--- src/rtl/adder_pkg.sv ---
// Shared constants and helpers for the chunked pipelined adder.
// Optional build macro used by this block: PIPELINED_ADDER_OVERFLOW_EN.
package adder_pkg;

   localparam int DEF_WIDTH = 16;
   localparam int DEF_CHUNK = 4;

   // Number of pipeline stages needed to cover a width-bit add in chunk-bit slices.
   function automatic int n_stages(input int width, input int chunk);
      return width / chunk;
   endfunction

endpackage

--- src/rtl/adder_chunk.sv ---
// Combinational CHUNK-bit ripple adder assembled from 1-bit full-adder cells.
// With PIPELINED_ADDER_OVERFLOW_EN defined it also exports the carry into its MSB,
// which the top uses for signed overflow detection on the last chunk.
module adder_chunk #(
   parameter int CHUNK = 4
) (
   input  logic [CHUNK-1:0] a,
   input  logic [CHUNK-1:0] b,
   input  logic             c_in,
   output logic [CHUNK-1:0] sum,
   output logic             c_out
`ifdef PIPELINED_ADDER_OVERFLOW_EN
   ,
   output logic             c_msb
`endif
);

   // carry[i] is the carry into bit i; carry[CHUNK] leaves the chunk
   logic [CHUNK:0] carry;

   assign carry[0] = c_in;

   for (genvar i = 0; i < CHUNK; i++) begin : g_fa
      // one full-adder cell per bit
      assign sum[i]     = a[i] ^ b[i] ^ carry[i];
      assign carry[i+1] = (a[i] & b[i]) | (carry[i] & (a[i] ^ b[i]));
   end

   assign c_out = carry[CHUNK];

`ifdef PIPELINED_ADDER_OVERFLOW_EN
   assign c_msb = carry[CHUNK-1];
`endif

endmodule

--- src/rtl/pipelined_adder.sv ---
// Pipelined unsigned adder: each stage adds one CHUNK-bit slice and registers
// its carry for the next stage. Unconsumed operand bits travel down the pipe
// with the result (skew) and finished low sum chunks are carried along (deskew),
// so the full sum and carry emerge together after STAGES cycles.
// A single advance signal stalls every stage when the output is held.
// Optional build macro: PIPELINED_ADDER_OVERFLOW_EN adds a registered signed
// overflow output aligned with sum.
module pipelined_adder
   import adder_pkg::*;
#(
   parameter int WIDTH = DEF_WIDTH,
   parameter int CHUNK = DEF_CHUNK
) (
   input  logic             clk,
   input  logic             rst,
   input  logic             in_valid,
   output logic             in_ready,
   input  logic [WIDTH-1:0] a,
   input  logic [WIDTH-1:0] b,
   input  logic             c_in,
   output logic             out_valid,
   input  logic             out_ready,
   output logic [WIDTH-1:0] sum,
   output logic             c_out
`ifdef PIPELINED_ADDER_OVERFLOW_EN
   ,
   output logic             overflow
`endif
);

   localparam int STAGES = n_stages(WIDTH, CHUNK);

   if (WIDTH % CHUNK != 0) begin : g_bad_cfg
      $error("pipelined_adder: WIDTH (%0d) must be a multiple of CHUNK (%0d)", WIDTH, CHUNK);
   end

   logic             advance;

   // stage registers, index k holds the state after stage k
   logic             vld_p   [STAGES];
   logic             cy_p    [STAGES];
   logic [WIDTH-1:0] a_p     [STAGES];
   logic [WIDTH-1:0] b_p     [STAGES];
   logic [WIDTH-1:0] sum_p   [STAGES];

   // inputs seen by each stage and its combinational results
   logic             vld_src [STAGES];
   logic             ci_src  [STAGES];
   logic [WIDTH-1:0] a_src   [STAGES];
   logic [WIDTH-1:0] b_src   [STAGES];
   logic [WIDTH-1:0] sum_src [STAGES];
   logic [WIDTH-1:0] sum_nxt [STAGES];
   logic [CHUNK-1:0] ch_sum  [STAGES];
   logic             ch_cy   [STAGES];

`ifdef PIPELINED_ADDER_OVERFLOW_EN
   logic             ch_msb  [STAGES];
   logic             ovf_p;
`endif

   for (genvar k = 0; k < STAGES; k++) begin : g_stage
      if (k == 0) begin : g_first
         // stage 0 boundary: operands straight from the ports
         assign vld_src[k] = in_valid;
         assign ci_src[k]  = c_in;
         assign a_src[k]   = a;
         assign b_src[k]   = b;
         assign sum_src[k] = '0;
      end else begin : g_next
         // stage k boundary: everything comes from stage k-1 registers
         assign vld_src[k] = vld_p[k-1];
         assign ci_src[k]  = cy_p[k-1];
         assign a_src[k]   = a_p[k-1];
         assign b_src[k]   = b_p[k-1];
         assign sum_src[k] = sum_p[k-1];
      end

      adder_chunk #(
         .CHUNK (CHUNK)
      ) u_chunk (
         .a     (a_src[k][k*CHUNK +: CHUNK]),
         .b     (b_src[k][k*CHUNK +: CHUNK]),
         .c_in  (ci_src[k]),
         .sum   (ch_sum[k]),
         .c_out (ch_cy[k])
`ifdef PIPELINED_ADDER_OVERFLOW_EN
         ,
         .c_msb (ch_msb[k])
`endif
      );

      // slot this stage's chunk into the partially built sum (its slot is still zero)
      assign sum_nxt[k] = sum_src[k] | (WIDTH'(ch_sum[k]) << (k * CHUNK));
   end

   // The whole pipe moves when the output slot is empty or being consumed.
   assign advance   = !vld_p[STAGES-1] || out_ready;
   assign in_ready  = advance;

   // Stage registers: cleared by reset, otherwise loaded in lock-step on advance.
   always_ff @(posedge clk) begin
      if (rst) begin
         for (int k = 0; k < STAGES; k++) begin
            vld_p[k] <= 1'b0;
            cy_p[k]  <= 1'b0;
            a_p[k]   <= '0;
            b_p[k]   <= '0;
            sum_p[k] <= '0;
         end
`ifdef PIPELINED_ADDER_OVERFLOW_EN
         ovf_p <= 1'b0;
`endif
      end else if (advance) begin
         for (int k = 0; k < STAGES; k++) begin
            vld_p[k] <= vld_src[k];
            cy_p[k]  <= ch_cy[k];
            a_p[k]   <= a_src[k];
            b_p[k]   <= b_src[k];
            sum_p[k] <= sum_nxt[k];
         end
`ifdef PIPELINED_ADDER_OVERFLOW_EN
         // signed overflow: carry into MSB differs from carry out of MSB
         ovf_p <= ch_msb[STAGES-1] ^ ch_cy[STAGES-1];
`endif
      end
   end

   // output boundary: last stage drives the ports
   assign out_valid = vld_p[STAGES-1];
   assign sum       = sum_p[STAGES-1];
   assign c_out     = cy_p[STAGES-1];

`ifdef PIPELINED_ADDER_OVERFLOW_EN
   assign overflow  = ovf_p;
`endif

endmodule

--- config.mk ---
export PLATFORM = sky130hd
export DESIGN_NAME = pipelined_adder
export DESIGN_NICKNAME = d
export VERILOG_FILES = /design/src/rtl/adder_pkg.sv /design/src/rtl/adder_chunk.sv /design/src/rtl/pipelined_adder.sv
export SDC_FILE = /design/constraint.sdc
export NUM_CORES = 1
export LEC_CHECK = 0
export ABC_AREA = 1
export BUFFER_PORTS_ARGS = -buffer_cell sky130_fd_sc_hd__buf_2
export CAP_MARGIN = 20
export CORE_MARGIN = 10
export CORE_UTILIZATION = 61
export CTS_CLUSTER_SIZE = 14
export DETAILED_ROUTE_END_ITERATION = 12
export MAX_ROUTING_LAYER = met4
export PLACE_DENSITY = 0.87
export REMOVE_ABC_BUFFERS = 1
export SYNTH_ARGS = -nofsm -noshare
export SYNTH_HDL_FRONTEND = slang
export SYNTH_SLANG_ARGS = --single-unit
export TNS_END_PERCENT = 10
--- constraint.sdc ---
create_clock -name clk -period 6.33 [get_ports clk]
set_input_delay 0.3165 -clock clk [delete_from_list [all_inputs] [get_ports clk]]
set_output_delay 0.3165 -clock clk [all_outputs]
set_load 0.01 [all_outputs]
==> Word level (Yosys, flattened, before mapping) <==
Memories as Yosys holds them, arrays and structs flattened.
Cells that the tools add are included.
{ "word_totals": {"inputBits": 37, "n_memories": 5, "latch_bits": 0, "register_bits": 0, "rom_bits": 0, "output_inout_bits": 19, "elab_cells": 135, "ramBits": 200} }
{ "classes": {"n_addsub": 0, "n_bitwise": 103, "n_eq_ne": 0, "magnitude_cmp": 0, "n_mux": 25, "n_mul": 0, "reduce_logical": 2, "shift": 0, "div_mod_pow": 0} }
{ "mem_list": {"columns": ["name", "depth", "width", "read_ports", "rd_ports_with_merged_regs", "write_ports", "line", "text"], "rows": [
  ["a_p", 4, 16, 3, 0, 4, "pipelined_adder.sv:42", "logic [WIDTH-1:0] a_p [STAGES];"],
  ["b_p", 4, 16, 3, 0, 4, "pipelined_adder.sv:43", "logic [WIDTH-1:0] b_p [STAGES];"],
  ["sum_p", 4, 16, 4, 0, 4, "pipelined_adder.sv:44", "logic [WIDTH-1:0] sum_p [STAGES];"],
  ["cy_p", 4, 1, 4, 0, 4, "pipelined_adder.sv:41", "logic cy_p [STAGES];"],
  ["vld_p", 4, 1, 4, 0, 4, "pipelined_adder.sv:40", "logic vld_p [STAGES];"]
]} }
{ "op_table": {"columns": ["operator", "n"], "rows": [
  ["$mux W16", 12],
  ["$or A1 B1 Y1", 36],
  ["$and A1 B1 Y1", 32],
  ["$xor A1 B1 Y1", 32],
  ["$or A16 B12 Y16", 1],
  ["$or A16 B16 Y16", 1],
  ["$or A16 B8 Y16", 1],
  ["$mux W1", 13],
  ["$logic_not A1 Y1", 1],
  ["$logic_or A1 B1 Y1", 1]
]} }

==> Logic depth before layout (Yosys ltp) <==
An unclocked memory read counts as a cell.
{ "logic_depth": {"depth_word": 11, "mapped_depth": 8, "depth_no_buf": 8} }

==> Cells and area by module <==
Synthesis repeated with hierarchy kept, for this count alone.
{ "unflattened": {"hier_cells": 359, "area_unflattened_um2": 4280.4} }
{ "by_module_without_submodules": {"columns": ["mod", "area_per_inst_um2", "cells_per_inst", "seq_area_each_um2", "n_inst"], "rows": [
  ["pipelined_adder", 3809.9, 303, 2882.8, 1],
  ["adder_chunk", 117.6, 14, 0.0, 4]
]} }

==> Worst setup path before layout <==
OpenSTA, ideal clock, no wires.
{ "synth_timing": {"path_kind": "flip-flop to flip-flop", "startpoint": "memory vld_p[3]", "endpoint": "memory a_p[0][10] (netlist name), enable pin", "arrival_time_ns": 2.585, "setup_ns": 1.141, "path_buffers": 0, "slack_ns": 2.604, "path_stages_with_launch": 2, "cell_sequence": "edfxtp_1 -> nand3_1"} }
{ "synth_rtl": {"columns": ["element", "line"], "rows": [
  ["start: declaration", "pipelined_adder.sv:40"],
  ["end: declaration", "pipelined_adder.sv:42"]
]} }

==> reports/qor.csv <==
metric,value,unit
Crit path largest cell delay,460,ps
Ys Warns,0,
critical path class,reg2reg,
PwrDens,258.3,mW/mm^2
Leak,2.167,nW
count of input and output buffers,55,
status,completed,
Num CTS Buffers,9,
Antenna Cells,0,
# hold bufs at CTS,0,
Max clock buf depth,2,
Root Buffer,clkbuf_8,
top cell type by total area after synthesis,edfxtp_1,
synthesized area,0.004187,mm^2
DRT iter0 DRCs,56,
initial core utilization,0.6231,
FP Rows,30,
Avg Inst Size Synth,12.53,um^2
setup ws final,3971,ps
crit path cell chain,"fa_1, inv_1, fa_1, inv_1, fa_1, fa_1, inv_1, nor2_1",
Most common cell on crit path,fa_1,
fillcell total,468,
Post-route DRC,0,
Crit path arrival time,2450,ps
initial antenna violation count,0,
Area after DPL,0.004513,mm^2
pre-CTS setup slack,3926,ps
vias in the first global route,2254,
number of setup buffers added after CTS,0,
clock sinks,96,
vias,2083,
RSZ-0062 raised after global routing,no,
Final TNS setup,0,ps
Hold/Removal Path Class,in2reg,
Max-Cap Viols,0,
final setup vio count,0,
H-tree levels,3,
"commonest non-fill, non-tap cell in the layout",inv_1,
routability cong.,0.6560,
top-area cell type share of the netlist area,0.6886,
synthesized netlist cell count,334,
"commonest non-fill, non-tap cells in the layout","111 x inv_1, 96 x edfxtp_1, 56 x nor2_1",
Ports,56,
grt ovf,0,
share of cells above drive strength 1,0.2915,
largest net degree at the start of global routing,97,
post-synthesis cell type count,10,
Post-Layout Inst Area,0.004743,mm^2
FF+latch area,0.002883,mm^2
footprint of the multi-input gates,815.8,um^2
first-pass GRT wire length,9204,um
die area,0.01058,mm^2
Slew HR,0.6872,
Final Hold Viols,0,
first drt pass iteration count,4,
cts repair resizes,0,
top post-synthesis cells by area,"edfxtp_1 69%, inv_1 10%, fa_1 7.7%, nor2_2 6.0%, nor2_1 5.0%",
Least-Margin Pin Slew,469.2,ps
Final #Nets,447,
fin crit share,0.3727,
Via density,4.358,
CP Capture Type,flop,
chip width,102.8,um
synthesized flop and latch total,96,
Fin Hold WS,262.0,ps
CP Buf/Inv Count,3,
Final ANT Viol Nets,0,
CP max stage cell,fa_1,
clock skew,5.292,ps
Detailed Place HPWL,3491,um
clock slew at reported path FFs,90,ps
Worst Path Required,6420,ps
Fmax achieved,0.4239,GHz
Max Transition Viols Final,0,
area growth from synthesis to layout,13.30,%
crit path time final,2359,ps
clk_lat worst skew,340,ps
Die Y-Extent,102.8,um
crit-path leading delay family,adder cells,
WL/cell,11.46,um
final WL,5476,um
sequential share of the synthesized area,0.6886,
Max IR drop VDD,0.1232,mV
TritonCTS clock tree,built,
startpoint types,flop,
core region area,0.006719,mm^2
Crit Path Max Fanout,1,
GRT Total Usage,0.1152,
==> worst min-delay path, stage by stage <==
cell	delay [ps]
buf_2	70
inv_1	30
nor2_2	80
==> through the flow <==
| stage | util | std cells | power (W) |
|---|---|---|---|
| final | 0.7060 | 478 | 0.001225 |
| after global routing | 0.7060 | 478 | 0.001282 |
| after CTS | 0.6978 | 476 | 0.001233 |
| after detailed placement | 0.6717 | 461 | 0.0008753 |
| after global placement | 0.6717 | 461 | 0.0008662 |
| after floorplan | - | 324 | 0.0008401 |
==> synthesized netlist by cell type <==
| library cell | number |
|---|---|
| edfxtp_1 | 96 |
| nor2_1 | 56 |
| inv_1 | 111 |
| nand2_2 | 2 |
| nor2_2 | 40 |
| buf_2 | 5 |
| nand3_1 | 1 |
| buf_6 | 5 |
| inv_2 | 2 |
| fa_1 | 16 |
==> final cells by class <==
class / instances / area share
Clock buffer: 9 / 0.02611
Multi-Input combinational cell: 115 / 0.1720
Inverter: 113 / 0.08942
Sequential cell: 96 / 0.6078
Clock inverter: 6 / 0.01082
Timing Repair Buffer: 59 / 0.07280
Tap cell: 80 / 0.02110
==> power breakdown <==
part	switching (W)	internal [W]	leakage, nW
registers	0.0000129	0.000745	1.14
logic	0.0000600	0.0000425	0.935
clock network	0.000189	0.000175	0.0914
==> flip-flops by register name, indices dropped and copies added, names as in the netlist <==
register and cells:
a_p 24, sum_p 40, cy_p 4, b_p 24, vld_p 4
==> path summary, 6_finish.rpt <==
path	depth (start not counted)	start	slack (ps)	to
setup / recovery	8	cy_p[2]	3970	sum_p[3][15]
hold / removal	3	a[5]	260	a_p[0][5]
setup reg to reg	8	cy_p[2]	3970	sum_p[3][15]
hold reg to reg	2	b_p[0][13]	550	b_p[0][29]
==> cells by family after synthesis <==
family | count (synthesis) | synth area share
buf+inv | 123 | 0.1207
flops | 96 | 0.6886
simple gates | 99 | 0.1142
fa+ha+maj | 16 | 0.07651
==> metal layers <==
metal / track usage / wire (um) / vias up
met5: - / 0 / -
met2: 0.2061 / 2833 / 45
met4: 0.06417 / 108 / 0
li1: - / - / 1100
met1: 0.1145 / 2295 / 928
met3: 0.02413 / 238 / 10
Power figures use the tool's default switching activity.
